File: config.mk
export PLATFORM = sky130hd
export DESIGN_NAME = shreg_tx_scheduler
export DESIGN_NICKNAME = d
export VERILOG_FILES = /design/src/rtl/shreg_tx_scheduler.sv
export SDC_FILE = /design/constraint.sdc
export NUM_CORES = 1
export LEC_CHECK = 0
export CORE_ASPECT_RATIO = 0.8
export CORE_MARGIN = 2
export CORE_UTILIZATION = 30
export DETAILED_ROUTE_END_ITERATION = 6
export PLACE_DENSITY_LB_ADDON = 0.2
export SLEW_MARGIN = 20
export SYNTH_ARGS = -nofsm -noshare
export SYNTH_HDL_FRONTEND = slang
export SYNTH_SLANG_ARGS = --single-unit
File: constraint.sdc
create_clock -name clk -period 3.5 [get_ports clk]
set_input_delay 0.35 -clock clk [delete_from_list [all_inputs] [get_ports clk]]
set_output_delay 0.35 -clock clk [all_outputs]
set_load 0.02 [all_outputs]
File: src/rtl/shreg_tx_scheduler.sv
// Round-robin scheduler sharing one PISO shift register among NREQ requesters.
// Granted word is shifted out LSB first with so_valid framing and a done pulse.
module shreg_tx_scheduler #(
    parameter int NREQ  = 4,
    parameter int WIDTH = 4,
    parameter int IDW   = $clog2(NREQ)
) (
    input  logic                  clk,
    input  logic                  reset,
    input  logic [NREQ-1:0]       req_valid,
    input  logic [NREQ*WIDTH-1:0] req_data,
    output logic [NREQ-1:0]       req_ready,
    output logic                  so,
    output logic                  so_valid,
    output logic [IDW-1:0]        sel_id,
    output logic                  busy,
    output logic                  done
);
    localparam int          CW     = $clog2(WIDTH);
    localparam int unsigned NREQ_U = NREQ;

    typedef enum logic [1:0] {IDLE, SHIFT, DONE} state_t;

    state_t           state_q, state_d;
    logic [WIDTH-1:0] shreg_q, shreg_d;
    logic [CW-1:0]    cnt_q, cnt_d;
    logic [IDW-1:0]   ptr_q, ptr_d;
    logic [IDW-1:0]   sel_q, sel_d;

    logic [IDW-1:0]   cand;
    logic [IDW-1:0]   winner;
    logic             found;
    logic [WIDTH-1:0] win_word;

    // Search starts one past the last grant and wraps, so the previous winner is lowest priority.
    always_comb begin
        found    = 1'b0;
        winner   = '0;
        cand     = '0;
        win_word = '0;
        for (int unsigned off = 1; off <= NREQ_U; off++) begin
            cand = IDW'((32'(ptr_q) + off) % NREQ_U);
            if (!found && req_valid[cand]) begin
                found  = 1'b1;
                winner = cand;
            end
        end
        for (int unsigned i = 0; i < NREQ_U; i++) begin
            if (winner == IDW'(i)) begin
                win_word = req_data[i*WIDTH +: WIDTH];
            end
        end
    end

    always_comb begin
        state_d   = state_q;
        shreg_d   = shreg_q;
        cnt_d     = cnt_q;
        ptr_d     = ptr_q;
        sel_d     = sel_q;
        req_ready = '0;
        unique case (state_q)
            IDLE: begin
                if (found) begin
                    req_ready = NREQ'(1) << winner;
                    shreg_d   = win_word;
                    sel_d     = winner;
                    ptr_d     = winner;
                    cnt_d     = '0;
                    state_d   = SHIFT;
                end
            end
            SHIFT: begin
                shreg_d = {1'b0, shreg_q[WIDTH-1:1]};
                cnt_d   = cnt_q + CW'(1);
                if (cnt_q == CW'(WIDTH - 1)) begin
                    state_d = DONE;
                end
            end
            DONE: begin
                sel_d   = '0;
                state_d = IDLE;
            end
            default: state_d = IDLE;
        endcase
    end

    always_ff @(posedge clk or posedge reset) begin
        if (reset) begin
            state_q <= IDLE;
            shreg_q <= '0;
            cnt_q   <= '0;
            ptr_q   <= IDW'(NREQ - 1);
            sel_q   <= '0;
        end else begin
            state_q <= state_d;
            shreg_q <= shreg_d;
            cnt_q   <= cnt_d;
            ptr_q   <= ptr_d;
            sel_q   <= sel_d;
        end
    end

    // Outputs decode registered state only, so reset clears them without waiting for a clock.
    assign so       = (state_q == SHIFT) & shreg_q[0];
    assign so_valid = (state_q == SHIFT);
    assign busy     = (state_q != IDLE);
    assign done     = (state_q == DONE);
    assign sel_id   = sel_q;

endmodule

# After elaboration in Yosys (flattened, before gate mapping)
# Cells that the tools add are included.
# classes
shifts,1
n_mul,0
n_addsub,5
n_lt_le_gt_ge,4
n_bitwise,1
eq_ne,8
reduce_logical,15
muxes,31
div,0
# ops
op,n
4-bit two-way mux,7
2-bit two-way mux,8
2-bit by 3-bit less-than comparator with 1-bit output (second input constant),4
2-bit one-hot mux with 2 select lines,3
1-bit binary-select mux with 2-bit select,4
2-bit equality test (second input constant),4
1-bit two-way mux,8
4-bit one-hot mux with 2 select lines,1
2-bit AND reduction,4
2-bit by 1-bit adder with 2-bit output (second input constant),3
2-bit nonzero test,3
2-bit adder (second input constant),2
2-bit by 1-bit equality test with 1-bit output (second input constant),2
2-bit logical NOT,2
1-bit by 2-bit << shifter with 4-bit output (first input constant),1
1-bit logical AND,3
1-bit logical NOT,3
2-bit by 1-bit inequality test with 1-bit output (second input constant),1
2-bit inequality test (second input constant),1
1-bit bitwise AND,1
# totals
latchBits,0
output_inout_bits,10
wordCells,70
memories,0
romBits,0
in_bits,22
ram_bits,0
ff_bits,12

# Longest topological paths before layout
# Gate-level depths: netlist (run 1).
# logic_depth
ltp_word,20
depth_mapped,7

# Least setup slack after synthesis (run 1)
# Ideal clock, no wire load.
# synth_path
path_kind,flip-flop to output port
start,register ptr_q[1]
end,output req_ready[3]
n_path_buf,2
path_stages_with_launch,7
arrival_time_ps,1732
path_slack_ps,1418
cell_sequence,dfstp_2 > buf_2 > a211oi_1 > or3_1 > or2_1 > buf_6 > nor2b_1
# synth_between
elab_chain_len,16
word_cells_on_any_way,29
cone_classes,add/sub (4); shift (1); mux (18); reduce/logical (6)
# synth_rtl
element,line,source
start: declaration,27,"logic [IDW-1:0] ptr_q, ptr_d;"
start signal: assignment,93,ptr_q <= IDW'(NREQ - 1);
start signal: assignment,99,ptr_q <= ptr_d;
2-bit by 1-bit adder with 2-bit output,42,cand = IDW'((32'(ptr_q) + off) % NREQ_U);
1-bit binary-select mux with 2-bit select,43,if (!found && req_valid[cand]) begin
1-bit two-way mux (implied by the code),43,
1-bit two-way mux,43,
1-bit logical NOT,43,
1-bit logical AND,43,
1-bit two-way mux,43,
1-bit logical NOT,43,
1-bit logical AND,43,
1-bit two-way mux,43,
1-bit logical NOT,43,
1-bit logical AND,43,
2-bit two-way mux,43,
1-bit by 2-bit << shifter with 4-bit output,65,req_ready = NREQ'(1) << winner;
4-bit two-way mux *,64,if (found) begin
4-bit two-way mux *,62,unique case (state_q)
end: declaration,12,"output logic [NREQ-1:0] req_ready,"
# Every way passes the cells marked *; elsewhere a longest branch is shown, timed or not. The select of a mux whose other input is x is not followed.

# Worst setup path in the final report (run 1)
# layout_path
start,input req_valid[1]
end,output req_ready[3]
# layout_between
elab_chain_len,15
word_cells_on_any_way,25
cone_classes,shift (1); mux (18); reduce/logical (6)
# layout_rtl
element,line,source
start: declaration,10,"input logic [NREQ-1:0] req_valid,"
1-bit binary-select mux with 2-bit select,43,
1-bit two-way mux (implied by the code),43,
1-bit two-way mux,43,
1-bit logical NOT,43,
1-bit logical AND,43,
1-bit two-way mux,43,
1-bit logical NOT,43,
1-bit logical AND,43,
1-bit two-way mux,43,
1-bit logical NOT,43,
1-bit logical AND,43,
2-bit two-way mux,43,
1-bit by 2-bit << shifter with 4-bit output,65,
4-bit two-way mux *,64,
4-bit two-way mux *,62,
# Marked as above.

==> impl_summary.md, run 1 <==
Final layout
Relative to the synthesized area, the layout overhead comes to 47.9%. The finished cells cover between 1000 and 1500 µm². The final antenna diode count is 0. For this run, the post-layout net count is 140.

The number of non-filler instances in the completed layout is ~150. Once layout is complete, the utilization of the core stands at a little under half. Of the cells placed in the final design, the portion with a size suffix greater than 1 is around 14%.

Timing
The final worst clock skew is 4.76 ps. The final hold violation count came to 0. Setup repair after global routing left no endpoint under its margin. The count of final max-slew check failures came to 0. The final-report setup violation count is 0. The smallest clock period supported by the final layout is computed as roughly 3000 ps. For the pin with the worst max-slew slack, the measured transition is 467 ps. The highest clock frequency the design can meet is between 300 and 400 MHz. The final worst-path setup slack is 495 ps. The worst pin sits at a relative slew slack of about 69%. The sum of negative setup slack is 0 ps. Final hold analysis gives a worst-case slack of 389 ps. After layout, the worst path uses 85.9% of the clock period.

Worst setup path
For the worst setup path, the data required time is about 3200 ps. Walking the worst path, the cells encountered are clkdlybuf4s50_1 > nor2_4 > o22ai_2 > or3_1 > or2_1 > nor2b_1 > clkdlybuf4s50_1. The slowest stage of the critical path belongs to the cell clkdlybuf4s50_1.

For this run, the slowest stage of the critical path takes just over 600 ps. The type of element capturing the critical path is an output pin. The most numerous cell type found on the critical path is clkdlybuf4s50_1. The arrival time at the worst endpoint is ~2700 ps. The sort of element at the start of the critical path is an input pin. Along the worst path, the maximum fanout reaches 8. The type of the setup path with the least slack is in2out.

Clock network
CTS built an H-tree with a depth of 1. The number of buffers added to fix hold violations after cts is 0. Counting along the longest clock path gives a buffer depth of 2. The insertion delay of the later-clocked pin in the worst-skew pair is approximately 270 ps. The clock tree root driver cell is clkbuf_4. The TritonCTS clock tree is built. The CTS sink count is 12. The total CTS buffers is 3. In this run, post-CTS repair resized a total of 0 instances. In this run the post-CTS setup repair buffer count came out at 0. The clock-pin slew on the worst setup and hold paths is 80 ps.

Floorplan
The chip width is 61.4 µm. The core area is between 2000 and 2500 µm². The number of top-level design ports is 32. The initial cell density of the core is about a third. The height of the die is between 40 and 50 µm. The die outline area is 3060 µm². Row generation in the floorplan step produced 16 rows.

Global routing
After global routing the overflow that remains totals 0. Global routing consumed, over all layers together, a little over an eighth of the routing resources. The first global-routing pass estimated ~3 mm of wire. The maximum number of pins on one net before global-route repair is 13. The initial antenna violation count is 0. The number of global-route vias before repair is 700.

Pwr
For this design the static power due to leakage is ~0.53 nW. The design draws about 0.92 mW. The maximum vdd drop is between 0.3 and 0.4 mV. The total power density per cell area is 784 nW/µm².

Yosys
The part of the Yosys area used for sequential elements is a little under two fifths. By area the synthesized netlist is led by dfrtp_1, mux2i_1, dfstp_2, nand2_1, o221ai_2. Synthesis produced a netlist with a net count of roughly 110. After technology mapping, the gate count stands at 84. The netlist area before placement is between 700 and 800 µm². For this run, the number of Yosys warnings is 0.

The proportion of netlist area held by the largest area contributor is about a third. The mean post-synth cell area is around 9.4 µm². In this run, synthesis produced a sequential element count of 12.

The largest area contributor in the synthesized netlist is dfrtp_1. The number of distinct standard cells referenced by the synthesized netlist is 30.

Placed design
The total of buffers placed on input and output ports is 31. The routability-driven placement congestion ratio is between 0.7 and 0.8. The placed cell count is 148. Detailed placement finished with a half-perimeter wire length of ~1.4 mm. OpenSTA, run right after detailed placement, puts the worst setup slack at between 500 and 600 ps. The placed instances occupy a cell area of between 1000 and 1500 µm².

Min path
The min-delay analysis places its worst path in the category in2async.

Job
The count of max-cap constraint violations is 0.

Drt
The routed via count divided by cell count is 4.69. Once detail routing completed, the nets flagged for antenna violations numbered 0. The number of design-rule violations left by the first detailed-router iteration is 36. The final wirelength is ~1.8 mm.

The per-cell routed wire length is roughly 12 µm. The number of vias in the routed layout is between 700 and 800. The total iterations of the first detailed-routing run is 4. The DRC violations left is 0.

Status
The run finished with clean final reports.
## logic make-up after synthesis
group                    count (synthesis)  share of synthesized area, %
AND/OR/NAND/NOR                         34                          22.2
adder cells (fa/ha/maj)                  1                          1.58
buffers and inverters                    9                          5.55
multiplexers                             9                          11.4
flip-flops                              12                          38.4
AO/OA/AOI/OAI                           19                          20.9
## layer usage
metal	GRT usage [%]	up-vias	routed length, µm
li1	-	365	-
met1	18.3	324	859
met2	19.5	24	790
met3	6.56	0	150
met4	2.13	0	0
met5	0	-	0
## final cells by class
type / instances / area, µm²
inverter: 4 / 15.0
clock buffer: 4 / 36.3
fill: 269 / 1320
sequential: 12 / 303
multi-input combinational: 63 / 443
timing repair buffer: 33 / 325
tap: 36 / 45.0
## power by group
group / internal [mW] / leakage [nW] / switching, mW
registers: 0.215 / 0.145 / 0.0440
clock network: 0.0632 / 0.0210 / 0.0482
logic: 0.256 / 0.369 / 0.289
total: 0.534 / 0.535 / 0.381
## registers in the layout (all words and copies together), names as in the netlist
name     count
sel_id       2
cnt_q        2
shreg_q      4
ptr_q        2
state_q      2
## path summary, 6_finish.rpt
kind | start | end | slack [ps] | depth (start not counted)
setup reg to reg | ptr_q[1] | shreg_q[0] | 1620 | 6
min in group clk | ptr_q[0] | ptr_q[0] | 480 | 2
max in group asynchronous | reset | ptr_q[0] | 2770 | 2
setup / recovery | req_valid[1] | req_ready[3] | 490 | 7
hold / removal | reset | sel_id[0] | 390 | 2
hold reg to reg | ptr_q[0] | ptr_q[0] | 480 | 2
## placed cells by master, fill, tap and decap left out, drive strengths merged
cell type / count
a211oi: 1
a21boi: 1
a21o: 1
a21oi: 4
and2: 2
and3: 4
buf: 2
clkbuf: 4
clkdlybuf4s50: 31
dfrtp: 10
dfstp: 2
ha: 1
inv: 4
mux2i: 9
nand2: 12
nand2b: 4
nand3: 4
nor2: 4
nor2b: 1
o211ai: 1
o21ai: 4
o221ai: 3
o22a: 1
o22ai: 1
o311a: 2
or2: 2
or3: 1
## synthesized netlist by cell type
cell	count
nand3_1	4
o22a_1	1
mux2i_1	9
or2_1	2
nor2_4	1
inv_2	1
buf_2	2
or3_1	1
dfrtp_1	10
o21ai_1	3
nand2b_1	4
dfstp_2	2
and2_1	2
clkbuf_1	2
a21boi_1	1
nand2_1	12
ha_1	1
and3_1	4
a21oi_1	4
a21o_1	1
o311a_1	2
a211oi_1	1
nor2_1	3
o22ai_2	1
o221ai_2	3
o211ai_2	1
nor2b_1	1
o21ai_2	1
buf_6	1
inv_1	3
## worst max-delay path, delay by kind of cell
kind	cells	cell delay (ps)
and+or+nand+nor	4	1080
AOI/OAI and AO/OA	1	110
buffers and inverters	2	1110
(Power assumes the default switching activity.)
==> run 2, diff against run 1 <==
--- a/config.mk
+++ b/config.mk
@@ -8,6 +8,7 @@
 export CORE_ASPECT_RATIO = 0.8
 export CORE_MARGIN = 2
 export CORE_UTILIZATION = 30
+export CTS_BUF_LIST = sky130_fd_sc_hd__clkbuf_16
 export DETAILED_ROUTE_END_ITERATION = 6
 export PLACE_DENSITY_LB_ADDON = 0.2
 export SLEW_MARGIN = 20
==> impl_summary.md, run 2 (synthesized netlist as in run 1, its figures left out) <==
Status
The run finished with clean final reports.

Final layout
Ranked by flip-flop count, first place goes to shreg_q. In the layout the commonest cells are clkdlybuf4s50_1, nand2_1, dfrtp_1. Summing all multi-input logic gate instances after layout gives 443 µm². The fill cell total of the finished layout is between 200 and 300. 0 antenna diodes ended up in the layout. At the end of the flow, the number of nets in the layout was 140. The flip-flop count of the largest register after layout is 4. The sequential cells in the finished layout cover a total of approximately 300 µm². The most common cell after layout, fill and taps aside is clkdlybuf4s50_1.

The number of non-filler instances in the completed layout is approximately 150. The post-synthesis to final-layout area growth is 53.2%. The layout cell share with drive strength beyond 1 is around 13%.

Placed design
The routability-driven placement congestion ratio is 0.707. In this run, placement finished with an instance count of ~150. The placed wire-length estimate after detailed placement is approximately 1.4 mm. The total of buffers placed on input and output ports is 31.

Clock network
The total CTS buffers is 3. The CTS sink count is 12. The number of H-tree levels is 1. The clock-pin slew on the worst setup and hold paths is 40 ps. TritonCTS built the clock tree. The clock passes through at most 2 buffers. The post-cts gate resize count is 0.

For the worst-skew pair, the clock arrives at the later sink with an insertion delay of around 240 ps. The tree is rooted in a clkbuf_16. Once the clock tree was built, the setup fixing pass inserted 0 buffers.

The number of buffers added to fix hold violations after cts is 0.

Worst setup path
The first element of the critical path is req_valid[1]. STA classifies the critical path startpoint as an input pin. Of all nets on the critical path, the largest fanout is 8. The worst setup path is captured at an output pin. The data required time of the critical path is ~3200 ps. The type of the setup path with the least slack is in2out. STA puts the critical path data arrival time at about 2700 ps.

The worst flop-to-flop path startpoint is ptr_q[1].

Job
Across the run, the number of max-cap violations was 0.

Global routing
The initial antenna violation count was 0. The remaining global-route overflow is 0. The number of global-route vias before repair came to between 700 and 800. Entering global routing, the biggest net connects 13 pins. The global-route wire length before repair is 3.09 mm. The overall global routing resource usage is between 10% and 20%.

Timing
The final hold violation count is 0. Dividing the final minimum period by the clock period gives a little under nine tenths. The count of final max-slew check failures is 0.

Setup repair after global routing left no endpoint under its margin. In this run the tightest slew margin relative to its limit is 69.0%. At the pin with the least slew margin, the transition time is approximately 460 ps.

The highest clock frequency the design can meet is 331 MHz. The final worst clock skew is around 4.9 ps. Subtracting the final worst setup slack from the clock period gives a little over 3000 ps. Setup violations remaining at the end of the flow were counted as 0. The sum of negative setup slack is 0 ps.

Floorplan
The core area is around 2500 µm². The chip width is approximately 61 µm. In this run the vertical extent of the chip is 49.9 µm.

Row generation in the floorplan step produced 16 rows. The die outline area is around 3000 µm². The initial utilization of the core area, before any placement, comes to approximately a third. During I/O placement, the number of pins put on the boundary was 32.

Drt
The final wirelength is approximately 1.8 mm. In this run, the number of DRC markers left after iteration 0 of detailed routing was 44. In the routed design, unresolved DRC markers number 0. The count of nets left with antenna violations once routing finished came out at 0.

The number of vias in the routed layout is about 700. The per-cell routed wire length is roughly 12 µm. Dividing the detail-routed via count by the number of cells gives ~4.7. The total iterations of the first detailed-routing run is 4.

Min path
In this run the worst hold path is classified as in2async.

Pwr
The maximum vdd drop is roughly 0.45 mV. The static leakage power is around 0.55 nW. The overall power is slightly above 1 mW. The total power density per cell area is between 800 and 900 nW/µm².
run 2: final timing paths:
check / slack (ps) / cells after the start / endpoint
setup / recovery: 480 / 7 / req_ready[3]
hold / removal: 430 / 2 / sel_id[0]
setup reg to reg: 1630 / 6 / shreg_q[0]
hold reg to reg: 480 / 2 / ptr_q[0]
max in group asynchronous: 2730 / 2 / ptr_q[0]
min in group clk: 480 / 2 / ptr_q[0]
run 2: through the flow:
stage	setup slack, ps	util (%)	hold WS, ps	cell area, µm²
3_5_place_dp	506	45.6	477	1130
3_3_place_gp	555	45.6	470	1130
4_1_cts	475	48.7	451	1210
2_1_floorplan	1420	-	213	790
6_report	481	48.7	429	1210
5_1_grt	364	48.7	470	1210
run 2: power breakdown:
part / switching, mW / internal (mW)
logic: 0.288 / 0.256
clock network: 0.0585 / 0.150
registers: 0.0445 / 0.216
run 2: layout make-up:
| type | count | area share [%] |
|---|---|---|
| inverter | 4 | 1.24 |
| clock buffer | 3 | 6.20 |
| timing repair buffer | 33 | 26.9 |
| tap | 36 | 3.72 |
| multi-input combinational | 63 | 36.6 |
| sequential | 12 | 25.0 |
| clock inverter | 1 | 0.310 |
run 2: critical path, cell delays in order:
cell and delay (ps):
clkdlybuf4s50_1 490, nor2_4 170, o22ai_2 110, or3_1 390, or2_1 360, nor2b_1 170, clkdlybuf4s50_1 620
run 2: metal layers:
metal | up-vias | global-route usage (%) | share of wire, %
met5 | - | 0 | 0
met4 | 0 | 3.19 | 0.44
met3 | 2 | 5.77 | 9.1
met2 | 27 | 19.7 | 44
met1 | 331 | 18.5 | 47
li1 | 361 | - | -
==> run 3, diff against run 2 <==
--- a/config.mk
+++ b/config.mk
@@ -5,6 +5,7 @@
 export SDC_FILE = /design/constraint.sdc
 export NUM_CORES = 1
 export LEC_CHECK = 0
+export ABC_AREA = 1
 export CORE_ASPECT_RATIO = 0.8
 export CORE_MARGIN = 2
 export CORE_UTILIZATION = 30
==> impl_summary.md, run 3 <==
Clock network
The number of gates resized after CTS was 0. The number of H-tree levels is 1. The number of buffers added to fix hold violations after cts is 0.

The clock-pin slew on the worst setup and hold paths is 50 ps. The number of setup buffers added after CTS is 0. Buffers inserted during clock tree synthesis total 3. The insertion delay of the later-clocked pin in the worst-skew pair is roughly 240 ps.

TritonCTS built the clock tree. CTS saw 12 sinks. The maximum root-to-sink buffer count is 2. CTS placed an instance of clkbuf_16 at the clock tree root.

Timing
Setup violations remaining at the end of the flow were counted as 0. The sum of negative setup slack is 0 ps. At the pin with the least slew margin, the transition time is between 400 and 500 ps. The worst path meets setup with between 500 and 600 ps of slack. Timing would allow up to ~340 MHz. The final worst clock skew is 5.32 ps.

Dividing the final minimum period by the clock period gives 85.2%. Measured against its own limit, the worst slew margin works out to 70.4%. Setup repair after global routing left no endpoint under its margin. The shortest clock period the worst path allows after layout is around 3000 ps. The final hold violation count is 0. The count of final max-slew check failures is 0.

Global routing
The number of global-route vias before repair is ~1000. The initial antenna violation count came to 0. The remaining global-route overflow is 0. The maximum number of pins on one net before global-route repair is 17. The overall global routing resource usage is 13.9%. The first global-routing pass estimated 4.47 mm of wire.

Worst setup path
The critical path goes through inv_6 > nand2_1 > nand2_1 > nand2_1 > nand2_1 > nor2_4 > nand4_1 > nand2_2 > nand2_1 > nor2_1 > clkdlybuf4s50_1. STA classifies the critical path endpoint as an output pin. The maximum fanout along the worst path is 16. STA classifies the critical path startpoint as a flip-flop. At the worst endpoint, the required time is 3150 ps. The worst setup path is of the reg2out kind.

The largest individual stage delay along the critical path comes from the cell dfstp_2. The cell repeated most along the worst path is nand2_1. The largest stage delay on the critical path is 620 ps. At the worst endpoint, the arrival time is 2630 ps.

Yosys
Synthesis handed over a netlist of 160 instances. The average instance in the mapped netlist occupies approximately 6.5 µm². The number of nets handed over by synthesis was roughly 180.

The post-synthesis register bit count is 12. The largest area contributor in the synthesized netlist is dfrtp_1. The share of synthesized flip-flops with an asynchronous set or reset is 100%.

Among all flip-flop cells after synthesis, the most frequent one is dfrtp_1. Sequential elements use 29.3% of the synthesized area. The proportion of netlist area held by the largest area contributor is between 20% and 30%. The most common cell in the netlist is nand2_1.

During synthesis, Yosys emitted a total of 0 warnings. By area the synthesized netlist is led by dfrtp_1, nand2_1, inv_1, nand3_1, dfstp_2. The netlist area before placement is ~1000 µm². The number of flops mapped to enable cells by yosys is 0. By count the netlist is led by nand2_1, inv_1, nand3_1. The number of distinct standard cells referenced by the synthesized netlist is 27.

Min path
The tightest min-delay check is of the in2async type.

Final layout
The register with the most flip-flops is shreg_q. 0 antenna diodes ended up in the layout. The flip-flop count of the largest register after layout is 4. The fill cell total of the finished layout is ~340. The total non-filler cell area in the finished layout is approximately 1400 µm². The number of nets in the final layout is 216. The post-synthesis to final-layout area growth is 39.2%. The top cell types in the final layout, fill and taps aside, are nand2_1, inv_1, clkdlybuf4s50_1. The library cell used most frequently in the layout, excluding fill and tap cells, is nand2_1. In the final layout, the share of cells above drive strength 1 is between 10% and 20%.

Drt
The first routing iteration left 62 violations. The final wirelength is around 2.5 mm. The total iterations of the first detailed-routing run is 4.

The routed via count divided by cell count is about 4.6. The DRC violations left is 0. The count of nets left with antenna violations once routing finished came out at 0. The routed layout has ~1100 vias. After detailed routing, the average wire length per cell comes to about 11 µm.

Placed design
The placed wire-length estimate after detailed placement is 2.07 mm. The count of buffers added on input and output ports is 31. The routability-driven placement congestion ratio is 0.826. The area after detailed placement is 1360 µm².

Before CTS, the worst setup slack after placement is between 500 and 600 ps.

Pwr
The static leakage power is between 0.7 and 0.8 nW. The total power density per cell area is between 1000 and 1500 nW/µm². Summing internal, switching and leakage power gives ~1.6 mW.

The maximum vdd drop is about 0.34 mV.

Status
The run finished with clean final reports.

Floorplan
32 I/O pins were placed. The floorplan step defined a die boundary enclosing a little under 4000 µm². The core area is 3350 µm².

The chip width is 69.6 µm. The number of core rows is 19. The height of the die is 56.5 µm. The initial cell density of the core is between 30% and 40%.

Job
The count of max-cap constraint violations is 0.
## run 3: layer usage
layer  GRT usage (%)  vias to the layer above  share of wire, %
met5               0                        -                 0
met1            19.2                      467                51
li1                -                      561                 -
met3            2.87                        4               5.4
met2            22.4                       35                43
met4            3.36                        0              0.80
## run 3: report_power, final
group / total (mW) / internal [mW] / leakage [nW] / switching [mW]
clock network: 0.210 / 0.150 / 0.0423 / 0.0593
registers: 0.277 / 0.221 / 0.145 / 0.0563
logic: 1.11 / 0.404 / 0.555 / 0.709
total: 1.60 / 0.775 / 0.741 / 0.824
## run 3: logic make-up (layout without fill, tap and decap cells)
group	after synthesis	after routing	synth area share, %
AO/OA/AOI/OAI	16	16	8.97
buffers and inverters	37	69	16.7
adder cells (fa/ha/maj)	1	1	1.21
flip-flops	12	12	29.3
AND/OR/NAND/NOR	94	94	43.8
## run 3: through the flow
step | utilization [%] | hold WS, ps | cells
2_1_floorplan | - | 213 | 160
3_3_place_gp | 40.5 | 466 | 230
3_5_place_dp | 40.5 | 475 | 230
4_1_cts | 42.9 | 450 | 234
5_1_grt | 42.9 | 492 | 234
6_report | 42.9 | 419 | 234
## run 3: final cells by class
cell class              count  area (µm²)  area share, %
repair buffers             31         310           21.6
clock buffers               3        75.1           5.23
flip-flops and latches     12         303           21.1
multi-input cells         111         557           38.8
well taps                  42        52.6           3.66
inverters                  34         135           9.41
clock inverters             1        3.75          0.261
## run 3: worst max-delay path: cells and delay by family, from the launching register on
kind	cells	cell delay, ps
AND/OR/NAND/NOR	9	1100
flip-flops	1	620
buffers and inverters	2	680
## run 3: final timing paths
path | endpoint | start | slack, ps | cells after the start
min | sel_id[0] | reset | 420 | 2
max in group asynchronous | ptr_q[0] | reset | 2740 | 2
max reg2reg | shreg_q[1] | ptr_q[0] | 1450 | 13
max | req_ready[3] | ptr_q[0] | 520 | 11
min in group clk | cnt_q[0] | cnt_q[0] | 480 | 1
min reg2reg | cnt_q[0] | cnt_q[0] | 480 | 1
==> variant (config.mk and constraints of run 2) <==
`NREQ`: 4 -> 2.
--- a/src/rtl/shreg_tx_scheduler.sv
+++ b/src/rtl/shreg_tx_scheduler.sv
@@ -2,5 +2,5 @@
 // Granted word is shifted out LSB first with so_valid framing and a done pulse.
 module shreg_tx_scheduler #(
-    parameter int NREQ  = 4,
+    parameter int NREQ  = 2,
     parameter int WIDTH = 4,
     parameter int IDW   = $clog2(NREQ)
Interface: changed (resized req_data, req_ready, req_valid and sel_id); port bits go from 32 to 19. No check against the original RTL was run, so the function may have changed too.
==> variant against run 2 <==
Sequential cell count fell by 2; power fell by 27%; cell area fell by 33%; maximum frequency rose by 30%; wire length fell by 38%; critical endpoint is now req_ready[1]; synthesized area fell by 34%; worst setup slack improved by 0.69 ns; highest routed layer unchanged; synthesized cell count fell by 39%.
==> variant: results (changes against run 2) <==
* Largest net degree at the start of global routing at 11 (-2)
* Mux contribution to synthesized area at 7.729% (-3.7 points)
* Initial antenna violation count at 0 (unchanged)
* 1st-iter DRT viols at 13 (-70%)
* Status: finished, final reports clean
* CP Data Arrival Time at 1.98 ns (-0.69 ns)
* Number of global-route vias before repair at 424 (-40%)
* Share of cells above drive strength 1 at 12.33% (-0.60 points)
* Dpl ws at 1.145 ns (+0.6393 ns)
* Worst R2R Path Depth at 4 (-2)
* Post-CTS sizing at 0 (unchanged)
* Final nets at 87 (-38%)
* Reg2reg setup slack at 2.30 ns (+0.67 ns)
* Dpl cell area at 728.2 µm² (-36%)
* Crit-path max FO at 7 (-1)
* CTS H-tree depth at 1 (unchanged)
* Clock slew at reported path FFs at 0.04 ns (about the same)
* Worst Skew at 0.003698 ns (-0.001186 ns)
* Clock Tree Root: clkbuf_16
* Max_slew headroom at 69.24% (+0.22 points)
* Via count at 460 (-36%)
* Port bufs at 18 (-42%)
* Fraction of registers with async set/reset at 100.0% (unchanged)
* R2r endpoint: shreg_q[1]
* Gate Count Post-Synth at 51 (-39%)
* N_diodes at 0 (unchanged)
* Post-synthesis adder-cell area fraction at 2.415% (+0.83 points)
* Total track usage at 12.46% (-1.1 points)
* Synth Area in XOR/XNOR at 0% (unchanged)
* Bufs on Longest Clock Path at 2 (unchanged)
* Reg-to-reg critical path startpoint: state_q[0]
* WL met2 at 475 µm (-40%)
* Routed WL at 1138 µm (-38%)
* GPL Wtd Cong at 0.6729 (-4.9%)
* Met3 wire length at 97 µm (-42%)
* Clock latency on the worst-skew pair at 0.23 ns
* DR vias/cell at 4.842 (+2.1%)
* Max capacitance violation total at 0 (unchanged)
* Commonest cells post-synth: dfrtp_1, o211ai_1, o21ai_0
* Unique masters post-synth at 19 (-37%)
* Drt pass-1 iters at 4 (unchanged)
* Grt met2 use at 20.39% (+0.71 points)
* Sequential share of the synthesized area at 48.55% (+10 points)
* Pleak at 0.3368 nW (-39%)
* Max VDD drop at 0.0004015 V (-10%)
* Grt met1 use at 15.11% (-3.4 points)
* Top post-synthesis cells by area: dfrtp_1, o211ai_1, mux2i_1, o21ai_0, dfstp_2
* Worst min-delay path class: in -> async
* First-pass GRT wire length at 1800 µm (-42%)
* Top flop regs: shreg_q: 4 flops, cnt_q: 2 flops, state_q: 2 flops
* Met1 wire length at 546 µm (-36%)
* Compound-cell area share of the yosys netlist at 25.12% (+4.2 points)
* Fillers at 149 (-43%)
* CTS Buf Count at 3 (unchanged)
* DP Wirelength at 827.8 µm (-43%)
* WHS at 0.3938 ns (-0.03480 ns)
* Highest routed layer: met4
* Placed Cells at 91 (-39%)
* Met3 usage at 3.285% (-2.5 points)
* Mapped Nets at 64 (-40%)
==> variant: metrics by stage <==
stage / total power, W / utilization, %
3_5_place_dp: 0.0005409 / 44.77
4_1_cts: 0.0007425 / 49.62
2_1_floorplan: 0.0004127 / -
6_report: 0.0007363 / 49.62
5_1_grt: 0.0007904 / 49.62
3_3_place_gp: 0.0005338 / 44.77
==> variant: area by class of cell <==
| class | count | area (µm²) | area share, % |
|---|---|---|---|
| clock inverter | 1 | 3.754 | 0.4651 |
| sequential | 10 | 251.5 | 31.16 |
| tap | 22 | 27.53 | 3.411 |
| clock buffer | 3 | 75.07 | 9.302 |
| timing repair buffer | 19 | 187.7 | 23.26 |
| inverter | 3 | 11.26 | 1.395 |
| multi-input combinational | 37 | 250.2 | 31.01 |
==> variant: worst max path at each step <==
stage / from / endpoint / slack, ns / cells past startpoint
after floorplan: state_q[1] / so / 1.99 / 4
after global placement: req_valid[1] / req_ready[1] / 1.18 / 4
after detailed placement: req_valid[1] / req_ready[1] / 1.15 / 4
after CTS: req_valid[1] / req_ready[1] / 1.14 / 4
after global routing: req_valid[1] / req_ready[1] / 1.12 / 4
final: req_valid[1] / req_ready[1] / 1.17 / 4
==> variant: critical path, stage by stage <==
cell,delay [ns]
clkdlybuf4s50_1,0.52
a21boi_4,0.33
and2_2,0.19
clkdlybuf4s50_1,0.59
==> variant: where the power goes <==
part	switching (W)	internal (W)	leakage (nW)	total (W)
logic	0.000179	0.000147	0.172	0.000325
clock network	0.0000487	0.000149	0.0423	0.000198
registers	0.0000361	0.000177	0.122	0.000213
total	0.000263	0.000473	0.337	0.000736
